--- config.mk ---
export PLATFORM = sky130hd
export DESIGN_NAME = usb_tx_pkt_framer
export DESIGN_NICKNAME = d
export VERILOG_FILES = /design/src/rtl/usb_tx_pkt_framer.sv
export SDC_FILE = /design/constraint.sdc
export NUM_CORES = 1
export LEC_CHECK = 0
export CAP_MARGIN = 0
export CORE_ASPECT_RATIO = 1.1
export CORE_MARGIN = 2
export CORE_UTILIZATION = 45
export CTS_CLUSTER_DIAMETER = 120
export DETAILED_ROUTE_END_ITERATION = 10
export GPL_ROUTABILITY_DRIVEN = 1
export GPL_TIMING_DRIVEN = 0
export HOLD_SLACK_MARGIN = 0.12
export PLACE_DENSITY_LB_ADDON = 0.3
export SLEW_MARGIN = 10
export SYNTH_ARGS = -nofsm -noshare
export SYNTH_HDL_FRONTEND = slang
export SYNTH_SLANG_ARGS = --single-unit
--- constraint.sdc ---
create_clock -name clk -period 5.23 [get_ports clk]
set_input_delay 1.046 -clock clk [delete_from_list [all_inputs] [get_ports clk]]
set_output_delay 1.046 -clock clk [all_outputs]
set_load 0.02 [all_outputs]
--- src/rtl/usb_tx_pkt_framer.sv ---
`default_nettype none
// ============================================================================
// Module   : usb_tx_pkt_framer
// Purpose  : USB FS transmit framer: PID + payload LSB-first with inline CRC16.
//            Optional macro USB_TX_UNDERRUN_ABORT_EN: abort with a forced
//            bit-stuff error on payload underrun instead of stalling.
// Revision : 1.0 - initial release
// ============================================================================
module usb_tx_pkt_framer #(
   parameter int               WIDTH = 16,
   parameter logic [WIDTH-1:0] POLY  = 16'h8005,
   parameter logic [WIDTH-1:0] MATCH = 16'h800D
) (
   input  logic       clk,
   input  logic       rst_n,
   input  logic       i_pkt_start,
   input  logic [3:0] i_pkt_pid,
   input  logic       i_pkt_crc_en,
   input  logic [7:0] i_pkt_data,
   input  logic       i_pkt_valid,
   input  logic       i_pkt_last,
   output logic       o_pkt_ready,
   input  logic       i_pkt_empty,
   input  logic       i_bit_ce,
   output logic       o_out_bit,
   output logic       o_out_valid,
   output logic       o_out_last,
   output logic       o_busy,
   output logic       o_underrun
);
   localparam int              c_CW        = $clog2(WIDTH + 1);
   localparam logic [c_CW-1:0] c_ONE       = c_CW'(1);
   localparam logic [c_CW-1:0] c_BYTE_BITS = c_CW'(8);
   localparam logic [c_CW-1:0] c_CRC_BITS  = c_CW'(WIDTH);
`ifdef USB_TX_UNDERRUN_ABORT_EN
   localparam logic [c_CW-1:0] c_ABORT_BITS = c_CW'(7);
`endif

   typedef enum logic [2:0] {
      S_IDLE  = 3'd0,
      S_PID   = 3'd1,
      S_DATA  = 3'd2,
      S_CRC   = 3'd3,
      S_WAIT  = 3'd4,
      S_ABORT = 3'd5
   } state_t;

   state_t            r_state, w_state_nxt;
   logic [7:0]        r_shreg, w_shreg_nxt;
   logic [c_CW-1:0]   r_cnt, w_cnt_nxt;
   logic [WIDTH-1:0]  r_crc, w_crc_nxt;
   logic [WIDTH-1:0]  r_crcsh, w_crcsh_nxt;
   logic              r_crc_en, w_crc_en_nxt;
   logic              r_empty, w_empty_nxt;
   logic              r_last, w_last_nxt;
   logic              w_need, w_ready, w_underrun;
   logic              w_bit, w_take, w_end, w_fb;
   logic [WIDTH-1:0]  w_crc_upd;

   assign w_bit = (r_state == S_CRC)   ? ~r_crcsh[WIDTH-1] :
                  (r_state == S_ABORT) ? 1'b1 :
                  (r_state == S_PID || r_state == S_DATA) ? r_shreg[0] : 1'b0;

   assign o_out_valid = (r_state == S_PID) || (r_state == S_DATA) ||
                        (r_state == S_CRC) || (r_state == S_ABORT);
   assign o_out_bit   = w_bit;
   assign o_busy      = (r_state != S_IDLE);
   assign w_take      = o_out_valid & i_bit_ce;
   assign w_end       = (r_cnt == c_ONE);
   assign o_out_last  = w_end && ((r_state == S_CRC) || (r_state == S_ABORT) ||
                                  ((r_state == S_PID) && !r_crc_en));
   // No byte is accepted and no underrun is flagged in a reset cycle.
   assign o_pkt_ready = w_ready & rst_n;
   assign o_underrun  = w_underrun & rst_n;

   // In CRC the register keeps running over the transmitted CRC bits, as a receiver would.
   assign w_fb      = r_crc[WIDTH-1] ^ w_bit;
   assign w_crc_upd = {r_crc[WIDTH-2:0], 1'b0} ^ (w_fb ? POLY : '0);

   always_comb begin
      w_state_nxt  = r_state;
      w_shreg_nxt  = r_shreg;
      w_cnt_nxt    = r_cnt;
      w_crc_nxt    = r_crc;
      w_crcsh_nxt  = r_crcsh;
      w_crc_en_nxt = r_crc_en;
      w_empty_nxt  = r_empty;
      w_last_nxt   = r_last;
      w_need       = 1'b0;
      w_ready      = 1'b0;
      w_underrun   = 1'b0;
      case (r_state)
         S_IDLE: begin
            if (i_pkt_start) begin
               w_shreg_nxt  = {~i_pkt_pid, i_pkt_pid};
               w_cnt_nxt    = c_BYTE_BITS;
               w_crc_nxt    = '1;
               w_crc_en_nxt = i_pkt_crc_en;
               w_empty_nxt  = i_pkt_empty;
               w_last_nxt   = 1'b0;
               w_state_nxt  = S_PID;
            end
         end
         S_PID: begin
            if (w_take) begin
               w_shreg_nxt = {1'b0, r_shreg[7:1]};
               w_cnt_nxt   = r_cnt - c_ONE;
               if (w_end) begin
                  if (!r_crc_en) begin
                     w_state_nxt = S_IDLE;
                  end else if (r_empty) begin
                     w_state_nxt = S_CRC;
                     w_cnt_nxt   = c_CRC_BITS;
                     w_crcsh_nxt = r_crc;
                  end else begin
                     w_need = 1'b1;
                  end
               end
            end
         end
         S_DATA: begin
            if (w_take) begin
               w_crc_nxt   = w_crc_upd;
               w_shreg_nxt = {1'b0, r_shreg[7:1]};
               w_cnt_nxt   = r_cnt - c_ONE;
               if (w_end) begin
                  if (r_last) begin
                     w_state_nxt = S_CRC;
                     w_cnt_nxt   = c_CRC_BITS;
                     w_crcsh_nxt = w_crc_upd;
                  end else begin
                     w_need = 1'b1;
                  end
               end
            end
         end
         S_WAIT: w_need = 1'b1;
         S_CRC: begin
            if (w_take) begin
               w_crc_nxt   = w_crc_upd;
               w_crcsh_nxt = {r_crcsh[WIDTH-2:0], 1'b0};
               w_cnt_nxt   = r_cnt - c_ONE;
               if (w_end) w_state_nxt = S_IDLE;
            end
         end
         S_ABORT: begin
            if (w_take) begin
               w_cnt_nxt = r_cnt - c_ONE;
               if (w_end) w_state_nxt = S_IDLE;
            end
         end
         default: w_state_nxt = S_IDLE;
      endcase

      // Byte reload keeps the bit stream gap-free when the source is ready.
      if (w_need) begin
         if (i_pkt_valid) begin
            w_ready     = 1'b1;
            w_shreg_nxt = i_pkt_data;
            w_cnt_nxt   = c_BYTE_BITS;
            w_last_nxt  = i_pkt_last;
            w_state_nxt = S_DATA;
         end else if (r_state != S_WAIT) begin
            w_underrun = 1'b1;
`ifdef USB_TX_UNDERRUN_ABORT_EN
            w_state_nxt = S_ABORT;
            w_cnt_nxt   = c_ABORT_BITS;
`else
            w_state_nxt = S_WAIT;
`endif
         end
      end
   end

   always_ff @(posedge clk) begin
      if (!rst_n) begin
         r_state <= S_IDLE;
      end else begin
         r_state <= w_state_nxt;
      end
   end

   always_ff @(posedge clk) begin
      if (!rst_n) begin
         r_shreg  <= '0;
         r_cnt    <= '0;
         r_crc    <= '1;
         r_crcsh  <= '0;
         r_crc_en <= 1'b0;
         r_empty  <= 1'b0;
         r_last   <= 1'b0;
      end else begin
         r_shreg  <= w_shreg_nxt;
         r_cnt    <= w_cnt_nxt;
         r_crc    <= w_crc_nxt;
         r_crcsh  <= w_crcsh_nxt;
         r_crc_en <= w_crc_en_nxt;
         r_empty  <= w_empty_nxt;
         r_last   <= w_last_nxt;
      end
   end

   always_ff @(posedge clk) begin
      if (rst_n && (r_state == S_CRC) && w_take && w_end)
         assert (w_crc_upd == MATCH);
   end
endmodule
`default_nettype wire

Word level (Yosys, flattened, before mapping)
Cells that the tools add are included.

Output and inout bits: 6. Word-level logic and storage cells: 115. Input bits: 20. Register bits: 51.

Reduce and logical (&&, ||, !) cells: 18. Bitwise logic cells: 7. Equality and inequality tests: 17. Add/subtract/negate cells: 1. Multiplexer cells: 64.

Operator list (count): $mux W16 (11); $mux W5 (11); $pmux W16 S3 (1); $mux W3 (13); $mux W8 (4); $pmux W16 S2 (1); $pmux W5 S4 (1); $mux W1 (19); $ne A2 B2 Y1 const B (9); $pmux W8 S2 (1); $xor A16 B16 Y16 (1); $pmux W3 S5 (1); $reduce_and A9 Y1 (1); $eq A3 B2 Y1 const B (2); $eq A3 B3 Y1 const B (2); $reduce_bool A3 Y1 (2); $reduce_or A2 Y1 (3); $eq A5 B1 Y1 const B (1); $logic_or A1 B1 Y1 (5); $sub A5 B1 Y5 const B (1); $not A4 Y4 (1); $and A1 B1 Y1 (3); $eq A3 B1 Y1 const B (1); $logic_not A3 Y1 (1); other kinds (10) (11).

Logic depth before layout (Yosys ltp)
Gate-level depths: netlist (run 1).

Word-level depth: 12. Gate-level depth with buffers: 9. Gate-level depth less buffers: 7.

Least setup slack after synthesis (run 1)
No wires, ideal clock.

Path kind: input -> output. Start point: input i_bit_ce. End point: output o_underrun. Data required time: 4.184 ns. Path buffers: 2. Stages: 6. Slack: 1.948 ns. Data arrival time: 2.236 ns. Cells stage by stage: clkbuf_1 and3_1 clkbuf_1 nand2_1 nor4_1 and2_1.

Word-level cells in the longest chain between the ends: 5. Elaborated cells on any way between the ends: 6. Those cells by class: mux (4); bitwise (2).

Ends and longest elaborated chain: from (decl) (line 24) `input logic i_bit_ce,`; $and A1 B1 Y1 * (line 68) `assign w_take = o_out_valid & i_bit_ce;`; $mux W1 (on tied branches) (line 122, 105); $pmux W1 S3 * (line 92) `case (r_state)`; $mux W1 * (line 156) `if (w_need) begin`; $and A1 B1 Y1 * (line 74) `assign o_underrun = w_underrun & rst_n;`; to (decl) (line 29) `output logic o_underrun`.

Mark *: on every way between the ends. The rest lies on a longest branch, timed or not.

Worst setup path after layout (run 1)
Same ends and word-level chain as after synthesis.

==> results.cfg, run 1 <==
[logic_synthesis]
synth_cell_types = 58
synth_edf_count = 0
netlist_instances = 383
syn_avg_cell_area_sq_um = 7.72
synth_area_sq_um = 2960
ys_seq_area_frac = 0.345
ys_seq_elements = 51
ys.flop_type = dfxtp_1
yosysWarnings = 0
syn_nets = 405
async_reset_ff_frac = 0

[timing]
min_period_ps = 4810
setup_viol = 0
fmax_mhz = 208
rsz0062_at_grt = no
fin_ws_ps = 424
finClkSkew_ps = 8.46
fin_crit_sh = 0.919
tightest_slew_ps = 801
slew_headroom = 0.459
final_hold_viol_count = 0
tns_ps = 0
hold_ws_ps = 459
report.final.slew_viol_count = 0

[global_routing]
overflow = 0
grt_pass1_vias = 2850
grt_pass1_wl_microns = 13200
antenna_found_initial = 0
grt_usage = 0.231
grt_max_degree = 17

[detailed_routing]
initialDrtViolationCount = 213
wl_per_cell_microns = 15.9
num_vias = 2996
ant_nets = 0
dr.pass1.iters = 5
drc = 0
wirelength_microns = 7900
via_per_inst = 6.04

[pwr]
power.leakage_uw = 0.00125
ir_drop_mv = 0.180
powerDensity_nw_per_um2 = 250

[worst_setup_path]
crit_family = buffers and inverters
path_class = input port to output port
end_kind = output port
start_kind = input port
crit_arrival_ps = 3760
cp_cell_sequence = clkdlybuf4s50_1, clkbuf_1, and3_1, clkbuf_1, nand2_1, nor4_1, and2_1, clkdlybuf4s50_1
crit_required_ps = 4180
worstPathMaxFanout = 10
cp_num_buf_inv = 4
cpPeakStageDelay_ps = 600
cpMaxStageDelayCell = clkdlybuf4s50_1

[layout]
finalInstanceArea_sq_um = 3440
area_growth_pct = 16.5
drive_above_1_share = 0.0625
n_antenna_cell = 0
nets = 437

[place]
portBuffers = 25
place_hpwl_microns = 5620
dp_slack_ps = 474
gp_congestion = 0.916
placed_area_sq_um = 3310

[floorplan]
start_util = 0.472
core-area_sq_um = 6270
io_pins = 26
die_w_microns = 81.3
die_area_sq_um = 7240
die_y_microns = 89.0
num_rows = 30

[status]
status = completed

[clock_tree]
cts_resized = 0
cts-root-buf = clkbuf_8
post-cts-setup-buffers = 0
clk_path_buf_depth = 2
cts_hold_buf = 0
cts.sinks = 51
clk_pin_slew_worst_paths_ps = 90
worstSkewPairLatency_ps = 310
htree_levels = 2
tritoncts = built
cts_buffers = 5

[hold_path]
hold_class = flip-flop to flip-flop

[run]
drv_cap = 0
-- sequential cells by signal (all words and copies together) (netlist names) --
| name | count |
|---|---|
| r_crc | 16 |
| r_crcsh | 16 |
| r_shreg | 8 |
| r_cnt | 5 |
| r_state | 3 |
| r_crc_en | 1 |
| r_empty | 1 |
| r_last | 1 |
-- worst register-to-register path, stage by stage, from the launching register on --
cell	delay, ps
dfxtp_1	410
ha_1	180
or4b_1	430
buf_2	180
a2111oi_2	450
o21ai_0	220
clkbuf_1	270
nand2_1	300
nor2_1	80
-- metal layers --
| metal | part of all wire | GRT usage |
|---|---|---|
| met3 | 0.053 | 0.0394 |
| met4 | 0.022 | 0.0863 |
| met1 | 0.43 | 0.283 |
| met5 | 0 | 0 |
| met2 | 0.50 | 0.405 |
-- stage by stage --
stage	total power, uW	utilization	cells
6_report	860	0.549	496
5_1_grt	893	0.549	496
4_1_cts	861	0.549	496
3_5_place_dp	539	0.528	488
3_3_place_gp	537	0.528	488
2_1_floorplan	494	-	383
-- Yosys cell counts (all sizes together) (3+ instances only) --
cell type / number / area (sq um)
xnor2: 5 / 43.8
dfxtp: 51 / 1020
xor2: 3 / 26.3
mux2i: 16 / 160
nand2b: 8 / 50.1
nor2b: 3 / 18.8
a31oi: 3 / 18.8
inv: 7 / 26.3
buf: 15 / 93.8
clkbuf: 18 / 67.6
nand3: 6 / 30.0
a21o: 3 / 22.5
a211o: 14 / 123
o22a: 3 / 26.3
a211oi: 7 / 52.6
a222oi: 3 / 30.0
nand2: 38 / 143
and2: 3 / 18.8
a21oi: 32 / 160
nor3: 16 / 80.1
nor2: 53 / 199
o21ai: 31 / 155
a221oi: 3 / 26.3
-- logic make-up (layout without fill, tap and decap cells) --
kind of cell,after synthesis,in the layout,share of synthesized area
buf+inv,40,73,0.0635
flops,51,51,0.345
simple gates,146,146,0.230
compound gates,119,119,0.267
mux,16,16,0.0542
xor+xnor,9,9,0.0313
fa+ha+maj,2,2,0.00846
-- cell usage in the layout (no fill, tap or decap), drive strengths merged, types with 7 or more instances in the layout --
cell,netlist,final
nor2,53,53
dfxtp,51,51
nand2,38,38
a21oi,32,32
o21ai,31,31
clkdlybuf4s50,0,25
clkbuf,18,23
mux2i,16,16
nor3,16,16
buf,15,15
a211o,14,14
nand2b,8,8
inv,7,7
a211oi,7,7
-- worst paths after layout --
path | from | to | slack [ps] | depth (start not counted)
worst min register to register | r_crcsh[6] | r_crcsh[6] | 460 | 2
worst max register to register | r_cnt[0] | r_cnt[0] | 2620 | 8
worst min-delay path | r_crcsh[6] | r_crcsh[6] | 460 | 2
worst max-delay path | i_bit_ce | o_underrun | 420 | 8
-- power breakdown --
part | switching [uW] | internal, uW | total, uW | leakage [uW]
clock network | 136 | 191 | 327 | 0.0000644
registers | 8.98 | 397 | 406 | 0.000414
logic | 72.4 | 54.5 | 127 | 0.000767
-- final cells by class --
cell class                      instances  area, sq um
Fill cell                             607         2830
Clock inverter                          3         67.6
Inverter                                7         26.3
Sequential cell                        51         1020
Multi-Input combinational cell        292         1750
Timing Repair Buffer                   25          250
Tap cell                               80          100
Buffer                                 33          161
Clock buffer                            5         68.8
Note: power is estimated with default switching activity, not from simulation.
==> run 2, diff against run 1 <==
- GPL_ROUTABILITY_DRIVEN: 1 -> not set
==> results of run 2 <==
Final layout, timing and power as in run 1 (identical DEF).
